[config.mk]
export PLATFORM = sky130hd
export DESIGN_NAME = ddr_host_req_queue_flat
export DESIGN_NICKNAME = d
export VERILOG_FILES = /design/src/rtl/ddr_host_req_queue_if.sv /design/src/rtl/ddr_host_req_queue.sv /design/src/flat_wrapper.sv
export SDC_FILE = /design/constraint.sdc
export NUM_CORES = 1
export LEC_CHECK = 0
export BUFFER_PORTS_ARGS = -buffer_cell sky130_fd_sc_hd__buf_2
export CAP_MARGIN = 20
export CORE_MARGIN = 4
export CORE_UTILIZATION = 60
export DETAILED_ROUTE_END_ITERATION = 6
export HOLD_SLACK_MARGIN = 0.08
export PLACE_DENSITY = 0.83
export SYNTH_ARGS = -nofsm -noshare
export SYNTH_HDL_FRONTEND = slang
export SYNTH_SLANG_ARGS = --single-unit
[constraint.sdc]
create_clock -name CK_t -period 11.8 [get_ports CK_t]
set_input_delay 2.36 -clock CK_t [delete_from_list [all_inputs] [get_ports CK_t]]
set_output_delay 2.36 -clock CK_t [all_outputs]
set_load 0.02 [all_outputs]
[src/rtl/ddr_host_req_queue_if.sv]
// ddr_host_req_queue_if
//   Host-side request bus and controller-side command bus of the DDR host
//   request queue, bundled as one interface.
//
//   Host side : request, phy_addr, wr_data  -> queue ; host_ready <- queue
//   Cmd side  : cmd_valid, cmd_req, cmd_addr, cmd_wdata -> controller ;
//               cmd_rdy <- controller
//
//   Handshake rules (both sides):
//     - A host request (code READ=1 or WRITE=2) is taken at a posedge only if
//       host_ready is 1 in that cycle; otherwise it is dropped, not stalled.
//     - A command transfers at a posedge where cmd_valid && cmd_rdy. While
//       cmd_valid is 1 the cmd_* fields are stable until that transfer;
//       cmd_rdy has no effect while cmd_valid is 0.
//
//   modport slave  : the queue itself.
//   modport master : the environment (host driver plus controller).
interface ddr_host_req_queue_if #(
  parameter int ADDR_W = 32,
  parameter int DATA_W = 64
);
  logic [2:0]        request;
  logic [ADDR_W-1:0] phy_addr;
  logic [DATA_W-1:0] wr_data;
  logic              host_ready;
  logic              cmd_valid;
  logic [2:0]        cmd_req;
  logic [ADDR_W-1:0] cmd_addr;
  logic [DATA_W-1:0] cmd_wdata;
  logic              cmd_rdy;

  modport slave (
    input  request, phy_addr, wr_data, cmd_rdy,
    output host_ready, cmd_valid, cmd_req, cmd_addr, cmd_wdata
  );

  modport master (
    output request, phy_addr, wr_data, cmd_rdy,
    input  host_ready, cmd_valid, cmd_req, cmd_addr, cmd_wdata
  );
endinterface

[src/rtl/ddr_host_req_queue.sv]
// ddr_host_req_queue
//   Front-end FIFO between the host driver and the DDR4 controller command
//   path. Buffers READ/WRITE requests and presents the head first-word-
//   fall-through. Owns the live mode-register timing configuration; an MRS
//   update is held in a shadow copy and applied only after the queue is
//   empty and the controller is idle.
//
// Ports
//   CK_t, RESET_n      clock, synchronous active-low reset
//   host               request/command bus (ddr_host_req_queue_if.slave)
//   mrs_update         one-cycle request for a configuration change
//   CL/AL/BL/CWL/RD_PRE/WR_PRE   new timing values, sampled with mrs_update
//   busy               controller has a transaction in flight
//   cfg_*              active configuration
//   cfg_update         one-cycle pulse in the cycle the new config appears
//   count              queue occupancy
//   drop_err           sticky: a valid request arrived while host_ready=0
//   state_dbg          FSM state (0 RUN, 1 DRAIN, 2 APPLY)
module ddr_host_req_queue #(
  parameter int DEPTH  = 8,
  parameter int ADDR_W = 32,
  parameter int DATA_W = 64
) (
  input  logic                     CK_t,
  input  logic                     RESET_n,
  ddr_host_req_queue_if.slave      host,
  input  logic                     mrs_update,
  input  logic [2:0]               CL,
  input  logic [2:0]               BL,
  input  logic [2:0]               CWL,
  input  logic [1:0]               AL,
  input  logic                     RD_PRE,
  input  logic                     WR_PRE,
  input  logic                     busy,
  output logic [2:0]               cfg_CL,
  output logic [2:0]               cfg_BL,
  output logic [2:0]               cfg_CWL,
  output logic [1:0]               cfg_AL,
  output logic                     cfg_RD_PRE,
  output logic                     cfg_WR_PRE,
  output logic                     cfg_update,
  output logic [$clog2(DEPTH):0]   count,
  output logic                     drop_err,
  output logic [1:0]               state_dbg
);
  localparam int PTR_W = $clog2(DEPTH);
  localparam int CNT_W = PTR_W + 1;
  localparam logic [CNT_W-1:0] FULL = CNT_W'(DEPTH);
  localparam logic [CNT_W-1:0] ONE  = CNT_W'(1);
  localparam logic [2:0] REQ_RD = 3'd1;
  localparam logic [2:0] REQ_WR = 3'd2;

  typedef enum logic [1:0] {RUN = 2'd0, DRAIN = 2'd1, APPLY = 2'd2} state_t;
  state_t state;

  // Configuration packed as {CL, AL, BL, CWL, RD_PRE, WR_PRE}.
  logic [12:0] cfg_q, shadow_q, mrs_in;
  assign mrs_in = {CL, AL, BL, CWL, RD_PRE, WR_PRE};
  assign {cfg_CL, cfg_AL, cfg_BL, cfg_CWL, cfg_RD_PRE, cfg_WR_PRE} = cfg_q;
  assign state_dbg = state;

  // FIFO storage and head registers
  logic [2:0]        mem_req  [DEPTH];
  logic [ADDR_W-1:0] mem_addr [DEPTH];
  logic [DATA_W-1:0] mem_data [DEPTH];
  logic [PTR_W-1:0]  wr_ptr, rd_ptr, rd_nxt;
  logic [2:0]        head_req;
  logic [ADDR_W-1:0] head_addr;
  logic [DATA_W-1:0] head_data;
  logic              req_valid, enq, deq;

  assign req_valid       = (host.request == REQ_RD) || (host.request == REQ_WR);
  assign host.host_ready = (state == RUN) && (count < FULL);
  assign host.cmd_valid  = (count != '0);
  assign enq             = req_valid && host.host_ready;
  assign deq             = host.cmd_valid && host.cmd_rdy;
  assign rd_nxt          = rd_ptr + 1'b1;
  assign host.cmd_req    = head_req;
  assign host.cmd_addr   = head_addr;
  assign host.cmd_wdata  = head_data;

  always_ff @(posedge CK_t) begin
    if (RESET_n && enq) begin
      mem_req[wr_ptr]  <= host.request;
      mem_addr[wr_ptr] <= host.phy_addr;
      mem_data[wr_ptr] <= host.wr_data;
    end
  end

  // The head is kept in registers so the outputs read 0 after reset and hold
  // the last dispatched entry while the queue is empty.
  always_ff @(posedge CK_t) begin
    if (!RESET_n) begin
      wr_ptr    <= '0;
      rd_ptr    <= '0;
      count     <= '0;
      head_req  <= '0;
      head_addr <= '0;
      head_data <= '0;
      drop_err  <= 1'b0;
    end else begin
      if (enq) wr_ptr <= wr_ptr + 1'b1;
      if (deq) rd_ptr <= rd_nxt;
      case ({enq, deq})
        2'b10:   count <= count + ONE;
        2'b01:   count <= count - ONE;
        default: ;
      endcase
      if (deq && (count > ONE)) begin
        // Next-oldest entry is already in storage.
        head_req  <= mem_req[rd_nxt];
        head_addr <= mem_addr[rd_nxt];
        head_data <= mem_data[rd_nxt];
      end else if (enq && ((count == '0) || (deq && (count == ONE)))) begin
        // Incoming request becomes the head directly.
        head_req  <= host.request;
        head_addr <= host.phy_addr;
        head_data <= host.wr_data;
      end
      if (req_valid && !host.host_ready) drop_err <= 1'b1;
    end
  end

  // MRS sequencer. cfg_update is registered so it is high exactly in the
  // APPLY cycle, together with the freshly loaded configuration.
  always_ff @(posedge CK_t) begin
    if (!RESET_n) begin
      state      <= RUN;
      cfg_q      <= '0;
      shadow_q   <= '0;
      cfg_update <= 1'b0;
    end else begin
      cfg_update <= 1'b0;
      if (mrs_update) shadow_q <= mrs_in;
      case (state)
        RUN:   if (mrs_update) state <= DRAIN;
        DRAIN: begin
          if ((count == '0) && !busy) begin
            state      <= APPLY;
            // A pulse arriving on the exit edge still wins over the shadow.
            cfg_q      <= mrs_update ? mrs_in : shadow_q;
            cfg_update <= 1'b1;
          end
        end
        APPLY:   state <= mrs_update ? DRAIN : RUN;
        default: state <= RUN;
      endcase
    end
  end
endmodule
[src/flat_wrapper.sv]
// flat-port wrapper written by rule: the top's interface ports become plain ports
module ddr_host_req_queue_flat 
#(
  parameter int DEPTH  = 8,
  parameter int ADDR_W = 32,
  parameter int DATA_W = 64
)
  (CK_t, RESET_n, mrs_update, CL, BL, CWL, AL, RD_PRE, WR_PRE, busy, cfg_CL, cfg_BL, cfg_CWL, cfg_AL, cfg_RD_PRE, cfg_WR_PRE, cfg_update, count, drop_err, state_dbg, host_request, host_phy_addr, host_wr_data, host_cmd_rdy, host_host_ready, host_cmd_valid, host_cmd_req, host_cmd_addr, host_cmd_wdata);
  ddr_host_req_queue_if #(.ADDR_W(ADDR_W), .DATA_W(DATA_W)) host_i ();
  input  logic CK_t;
  input  logic RESET_n;
  input  logic mrs_update;
  input  logic [2:0] CL;
  input  logic [2:0] BL;
  input  logic [2:0] CWL;
  input  logic [1:0] AL;
  input  logic RD_PRE;
  input  logic WR_PRE;
  input  logic busy;
  output logic [2:0] cfg_CL;
  output logic [2:0] cfg_BL;
  output logic [2:0] cfg_CWL;
  output logic [1:0] cfg_AL;
  output logic cfg_RD_PRE;
  output logic cfg_WR_PRE;
  output logic cfg_update;
  output logic [$clog2(DEPTH):0] count;
  output logic drop_err;
  output logic [1:0] state_dbg;
  input wire logic [$bits(host_i.request)-1:0] host_request;
  input wire logic [$bits(host_i.phy_addr)-1:0] host_phy_addr;
  input wire logic [$bits(host_i.wr_data)-1:0] host_wr_data;
  input wire logic [$bits(host_i.cmd_rdy)-1:0] host_cmd_rdy;
  output wire logic [$bits(host_i.host_ready)-1:0] host_host_ready;
  output wire logic [$bits(host_i.cmd_valid)-1:0] host_cmd_valid;
  output wire logic [$bits(host_i.cmd_req)-1:0] host_cmd_req;
  output wire logic [$bits(host_i.cmd_addr)-1:0] host_cmd_addr;
  output wire logic [$bits(host_i.cmd_wdata)-1:0] host_cmd_wdata;
  assign host_i.request = host_request;
  assign host_i.phy_addr = host_phy_addr;
  assign host_i.wr_data = host_wr_data;
  assign host_i.cmd_rdy = host_cmd_rdy;
  assign host_host_ready = host_i.host_ready;
  assign host_cmd_valid = host_i.cmd_valid;
  assign host_cmd_req = host_i.cmd_req;
  assign host_cmd_addr = host_i.cmd_addr;
  assign host_cmd_wdata = host_i.cmd_wdata;
  ddr_host_req_queue #(.DEPTH(DEPTH), .ADDR_W(ADDR_W), .DATA_W(DATA_W)) u_core (.CK_t(CK_t), .RESET_n(RESET_n), .host(host_i), .mrs_update(mrs_update), .CL(CL), .BL(BL), .CWL(CWL), .AL(AL), .RD_PRE(RD_PRE), .WR_PRE(WR_PRE), .busy(busy), .cfg_CL(cfg_CL), .cfg_BL(cfg_BL), .cfg_CWL(cfg_CWL), .cfg_AL(cfg_AL), .cfg_RD_PRE(cfg_RD_PRE), .cfg_WR_PRE(cfg_WR_PRE), .cfg_update(cfg_update), .count(count), .drop_err(drop_err), .state_dbg(state_dbg));
endmodule
==> metrics.md, run 1 <==
| Metric | Value |
|---|---|
| Total core area | 56700 um^2 |
| Die width | 248 um |
| P_leak | 12.7 nW |
| Clk Tree Root Cell | clkbuf_16 |
| Die height | 248 um |
| Nets@finish | 2043 |
| Largest net degree at the start of global routing | 100 |
| Total CTS buffers | 87 |
| Post-CTS Setup Bufs | 0 |
| Post-DP Area | 36600 um^2 |
| Post-CTS Hold Buffers | 0 |
| Area growth syn-to-layout | 14.0% |
| Worst setup EP type | register |
| Max Fclk | 0.200 GHz |
| YS warnings | 0 |
| Hold_ws | 0.481 ns |
| Mean Syn Cell Area | 20.9 um^2 |
| Critical Path Start Type | primary input |
| Gp weighted congestion | 0.773 |
| Mapped Cells | 1654 |
| Commonest non-fill, non-tap cell in the layout | edfxtp_1 |
| GRT Util Overall | 26.5% |
| Most frequent cells in the layout | edfxtp_1, buf_2, mux4_2 |
| Max-cap check violation count | 0 |
| Tightest Hold Check Type | register to register |
| Peak VDD IR | 0.191 mV |
| Global-route wire length before repair | 120000 um |
| Skew-Pair Late Insertion Delay | 0.63 ns |
| Layout filler cell count | 3284 |
| Count of final hold-check violations | 0 |
| Routed WL | 80100 um |
| DIE AREA | 61600 um^2 |
| Final setup vio count | 0 |
| Met1 usage | 36.2% |
| GR Util met3 | 6.06% |
| Clk buf depth | 3 |
| Share of cells above drive strength 1 | 31.0% |
| Setup Skew | 0.0223 ns |
| Tightest Pin Transition | 1.13 ns |
| Synthesized cell area | 34600 um^2 |
| Initial core utilization | 61.1% |
| Depth of the CTS H-tree | 3 |
| Iter 0 DRT Violations | 2100 |
| DR vias | 17900 |
| Num Clock Sinks | 931 |
| Port bufs | 238 |
| CTS tree | done |
| Total power | 8.65 mW |
| GRT busiest layer | met2 |
| Post-cts sizing count | 0 |
| Initial antenna violation count | 14 |
| Pre-antenna DRT Iters | 5 |
| Status | finished clean |
| Crit share post-route | 42.4% |
| Design area | 39500 um^2 |
| DR DRC count | 0 |
| Site Rows | 87 |
| CP max FO | 65 |
| DR WL/cell | 29.0 um |
| Ports | 239 |
| RSZ-0062 raised after global routing | false |
| Crit Path Category | primary input to register |
| Antenna viol nets, final | 0 |
| Grt ovf | 0 |
| Crit path DAT | 5.24 ns |
| Post-Route Utilization | 69.6% |
| Critical Path RT | 12.03 ns |
| Met2 Usage GRT | 42.4% |
| Crit path time final | 5.01 ns |
| Pins Over Slew Limit | 0 |
| Seq/Total Area, Yosys | 76.7% |
| Vias per Instance | 6.48 |
| Slew Limit Headroom | 24.3% |
| Synth Register Bits | 931 |
| Total Neg Setup Slack | 0 ns |
| Syn_nets | 1778 |
| Clock Pin Slew Worst Setup and Hold Paths | 0.06 ns |
| Vias in the first global route | 18800 |
| DPL Wire Length | 40600 um |
| Synth cell types | 41 |
| Pwr Density | 219 nW/um^2 |
## path summary, 6_finish.rpt
kind	startpoint	end	slack (ns)	cells after the start
worst max-delay path	host_request[2]	u_core.mem_data[4][12]$_DFFE_PP_	6.79	6
worst min-delay path	u_core.host.cmd_req[2]$_SDFFE_PN0P_	u_core.host.cmd_req[2]$_SDFFE_PN0P_	0.48	2
worst max register to register	u_core.rd_ptr[0]$_SDFFE_PN0P_	u_core.host.cmd_wdata[20]$_SDFFE_PN0P_	7.59	6
worst min register to register	u_core.host.cmd_req[2]$_SDFFE_PN0P_	u_core.host.cmd_req[2]$_SDFFE_PN0P_	0.48	2
## logic make-up after synthesis
family	Yosys count	synth area share, %
buffers and inverters	100	1.42
AND/OR/NAND/NOR	72	1.04
multiplexers	311	16.1
AO/OA/AOI/OAI	224	4.19
XOR/XNOR	9	0.228
flip-flops	931	76.7
adder cells (fa/ha/maj)	7	0.253
## metal layers
| metal | share of wire (%) | vias to the layer above |
|---|---|---|
| li1 | - | 7404 |
| met5 | 0.029 | - |
| met4 | 2.9 | 4 |
| met2 | 51 | 1017 |
| met3 | 8.8 | 160 |
| met1 | 38 | 9267 |
## report_power, final
| group | total [mW] | internal, mW | leakage, nW | switching, mW |
|---|---|---|---|---|
| Clock | 2.73 | 1.55 | 1.37 | 1.17 |
| Combinational | 2.04 | 0.940 | 3.12 | 1.10 |
| Sequential | 3.89 | 3.73 | 8.26 | 0.155 |
## cell usage after synthesis (all sizes together)
master,instances,area share [%]
clkbuf,51,0.56
buf,43,0.80
edfxtp,792,69
nand2,5,0.054
or3,3,0.069
a2111oi,2,0.16
and2,2,0.036
dfxtp,139,8.0
mux2i,113,3.3
xnor2,4,0.10
o21ai,102,1.5
nand2b,3,0.054
a22oi,99,2.1
nor2,41,0.44
nor2b,1,0.018
a21o,1,0.022
a211oi,14,0.30
mux4,198,13
or3b,1,0.025
or4,1,0.033
nor4b,1,0.043
or4b,1,0.029
nand3b,1,0.022
xor2,5,0.13
ha,7,0.25
nor3b,2,0.058
inv,6,0.065
a21oi,6,0.087
nand3,3,0.043
nand4b,1,0.025
nor3,6,0.087
## registers in the layout, indices dropped and copies added, names as in the netlist, 3 cells and up
signal	cells
u_core.cfg_q	13
u_core.count	4
u_core.host.cmd_addr	32
u_core.host.cmd_req	3
u_core.host.cmd_wdata	64
u_core.mem_addr	256
u_core.mem_data	512
u_core.mem_req	24
u_core.rd_ptr	3
u_core.shadow_q	13
u_core.wr_ptr	3
## layout make-up
cell class                 instances  area (um^2)  share of cell area [%]
multi-input combinational        623         7650                    19.4
timing repair buffer             270         1500                    3.81
tap                              756          946                    2.40
antenna                           11         27.5                  0.0697
sequential                       931        26600                    67.3
inverter                           6         22.5                  0.0570
clock buffer                     121         2440                    6.17
clock inverter                    38          332                   0.840
## worst max-delay path, cell delays in order
cell and delay, ns:
buf_2 0.17, or4_4 0.48, or3_1 0.50, nor3_2 0.20, buf_4 0.55, buf_4 0.94
## metrics by stage
stage | setup slack, ns | std cells
6_report | 6.79 | 2756
5_1_grt | 6.64 | 2750
4_1_cts | 6.81 | 2742
3_5_place_dp | 6.18 | 2583
3_3_place_gp | 6.19 | 2583
2_1_floorplan | 1.13 | 1654
Note: power is estimated with default switching activity, not from simulation.
==> run 2: changes to the inputs <==
- ABC_AREA: unset -> 1
- CORE_UTILIZATION: 60 -> 55
- PLACE_DENSITY: 0.83 -> 0.8
- clock period: 11.8 -> 4.1 ns (I/O delays scaled with it)
==> run 2 against run 1 <==
Against the previous run:
- critical path depth increased by 3
- global-route usage shrank 2.3 points
- first-iteration DRC count is 40% higher
- final cell count grew 93%
- sequential cell count unchanged
- total power grew to 3.5 times the previous value
==> metrics.md, run 2 <==
| Metric | Value |
|---|---|
| Synth Register Bits | 931 |
| Dominant cells by area after synthesis | edfxtp_1, nand2_1, dfxtp_1, inv_1, nor2_1 |
| Count of final hold-check violations | 0 |
| Syn_nets | 4247 |
| Total power | 30.0 mW |
| DR DRC count | 0 |
| Clk Tree Root Cell | clkbuf_16 |
| Area growth syn-to-layout | 12.6% |
| Largest family of logic cells by synthesized area | simple AND/OR/NAND/NOR gates |
| Vias in the first global route | 27900 |
| Post-Place Setup Slack | 1.01 ns |
| Nets@finish | 4406 |
| Pwr Density | 668 nW/um^2 |
| Mean Syn Cell Area | 9.68 um^2 |
| Most common cell in the netlist | nand2_1 |
| Die height | 277 um |
| Initial antenna violation count | 7 |
| Final setup vio count | 0 |
| Port bufs | 238 |
| Pins Over Slew Limit | 0 |
| Depth of the CTS H-tree | 3 |
| CP max FO | 53 |
| Total core area | 71700 um^2 |
| DPL Wire Length | 53700 um |
| Commonest non-fill, non-tap cell in the layout | nand2_1 |
| XOR/XNOR Fraction of Synth Area | 0.0439% |
| GRT Util Overall | 24.2% |
| DIE AREA | 76900 um^2 |
| Final WS setup | 1.08 ns |
| Post-CTS Hold Buffers | 0 |
| Yosys top cell area share | 59.6% |
| Site Rows | 98 |
| Simple-gate share of the synthesized area | 24.1% |
| Layout filler cell count | 5486 |
| Pre-antenna DRT Iters | 6 |
| YS warnings | 0 |
| Skew-Pair Late Insertion Delay | 0.65 ns |
| Status | finished clean |
| Grt ovf | 0 |
| Vias per Instance | 5.30 |
| Clock Pin Slew Worst Setup and Hold Paths | 0.06 ns |
| Post-synth ARST share | 0% |
| Synth Area in Compound Gates | 2.12% |
| Max-cap check violation count | 0 |
| Max Fclk | 0.331 GHz |
| Setup Skew | 0.0368 ns |
| Most frequent cells in the layout | nand2_1, edfxtp_1, inv_1 |
| Initial core utilization | 55.6% |
| Slew Limit Headroom | 10.7% |
| Critical Path Start Type | register |
| Proportion of synthesized area in mux cells | 0% |
| Die width | 277 um |
| Total CTS buffers | 95 |
| Number of synthesized flops with an enable pin | 792 |
| Tightest Hold Check Type | register to register |
| Largest net degree at the start of global routing | 229 |
| Critical Path RT | 4.63 ns |
| Crit path time final | 3.02 ns |
| Post-cts sizing count | 0 |
| Share of cells above drive strength 1 | 10.3% |
| Crit share post-route | 73.7% |
| Ports | 239 |
| Adder-Cell Fraction of Synth Area | 0.220% |
| Num Clock Sinks | 931 |
| Seq/Total Area, Yosys | 66.6% |
| Crit Path Category | register to register |
| Antenna viol nets, final | 0 |
| Worst setup EP type | register |
| Synth cell types | 28 |
| Top reg by flops | u_core.mem_data |
| Tightest Pin Transition | 1.34 ns |
| Primary FF master, synth | edfxtp_1 |
| Gp weighted congestion | 0.797 |
| Hold_ws | 0.443 ns |
| Post-CTS Setup Bufs | 0 |
| CTS tree | done |
| DR WL/cell | 17.9 um |
| P_leak | 19.2 nW |
| Number of flip-flops in the largest register | 512 |
| Synthesized cell area | 39900 um^2 |
| DR vias | 28100 |
| Peak VDD IR | 0.761 mV |
| Mapped Cells | 4123 |
| Clk buf depth | 3 |
| Crit path DAT | 3.55 ns |
| Area leader, netlist | edfxtp_1 |
| Routed WL | 94900 um |
| Commonest cells post-synth | nand2_1, edfxtp_1, inv_1 |
| RSZ-0062 raised after global routing | false |
| Global-route wire length before repair | 149000 um |
| Iter 0 DRT Violations | 2950 |
-- run 2: kinds of logic after synthesis --
group,count (synthesis)
XOR/XNOR,2
AND/OR/NAND/NOR,2344
AO/OA/AOI/OAI,162
buffers and inverters,677
adder cells (fa/ha/maj),7
flip-flops,931
-- run 2: cell type report --
class                      instances  area, um^2  area share [%]
sequential                       931       26600            59.1
inverter                         453        1720            3.83
multi-input combinational       2515       10700            23.8
antenna                            4        10.0          0.0223
tap                              950        1190            2.65
clock buffer                     130        2660            5.93
timing repair buffer             286        1770            3.93
clock inverter                    43         329           0.732
-- run 2: critical path, stage by stage, from the launching register on --
cell     delay [ns]
dfxtp_4        0.68
ha_4           0.22
xnor2_2        0.13
buf_4          0.57
buf_4          0.73
nand3_1        0.18
nand2_1        0.09
nor2_1         0.04
nor2_1         0.12
nor2_1         0.05
-- run 2: metrics by stage --
step | cell area (um^2) | util (%) | TNS, ns | std cells
after global placement | 41900 | 58.4 | 0 | 5135
after detailed placement | 41900 | 58.4 | 0 | 5135
after global routing | 44900 | 62.6 | 0 | 5312
after floorplan | 40000 | - | -140.39 | 4123
after CTS | 44900 | 62.6 | 0 | 5308
final | 44900 | 62.6 | 0 | 5312
-- run 2: final timing paths --
path                                  from                                      to  slack [ns]  depth (start not counted)
max          u_core.rd_ptr[0]$_SDFFE_PN0P_  u_core.host.cmd_wdata[16]$_SDFFE_PN0P_        1.08                          9
min          u_core.cfg_q[12]$_SDFFE_PN0P_           u_core.cfg_q[12]$_SDFFE_PN0P_        0.44                          2
max reg2reg  u_core.rd_ptr[0]$_SDFFE_PN0P_  u_core.host.cmd_wdata[16]$_SDFFE_PN0P_        1.08                          9
min reg2reg  u_core.cfg_q[12]$_SDFFE_PN0P_           u_core.cfg_q[12]$_SDFFE_PN0P_        0.44                          2
-- run 2: power by group --
| group | total (mW) | leakage (nW) | internal [mW] | switching (mW) |
|---|---|---|---|---|
| logic | 10.4 | 9.43 | 3.16 | 7.28 |
| registers | 11.3 | 8.27 | 10.9 | 0.379 |
| clock network | 8.27 | 1.46 | 4.78 | 3.49 |
-- run 2: per-layer routing --
layer  track usage [%]  wire [um]  up-vias  part of all wire, %
met2              42.2      47700     1113                   50
li1                  -          -    13500                    -
met4              7.72       2150        2                  2.3
met1              31.5      37800    13300                   40
met3              3.47       7240      159                  7.6
met5                 0         20        -                0.021
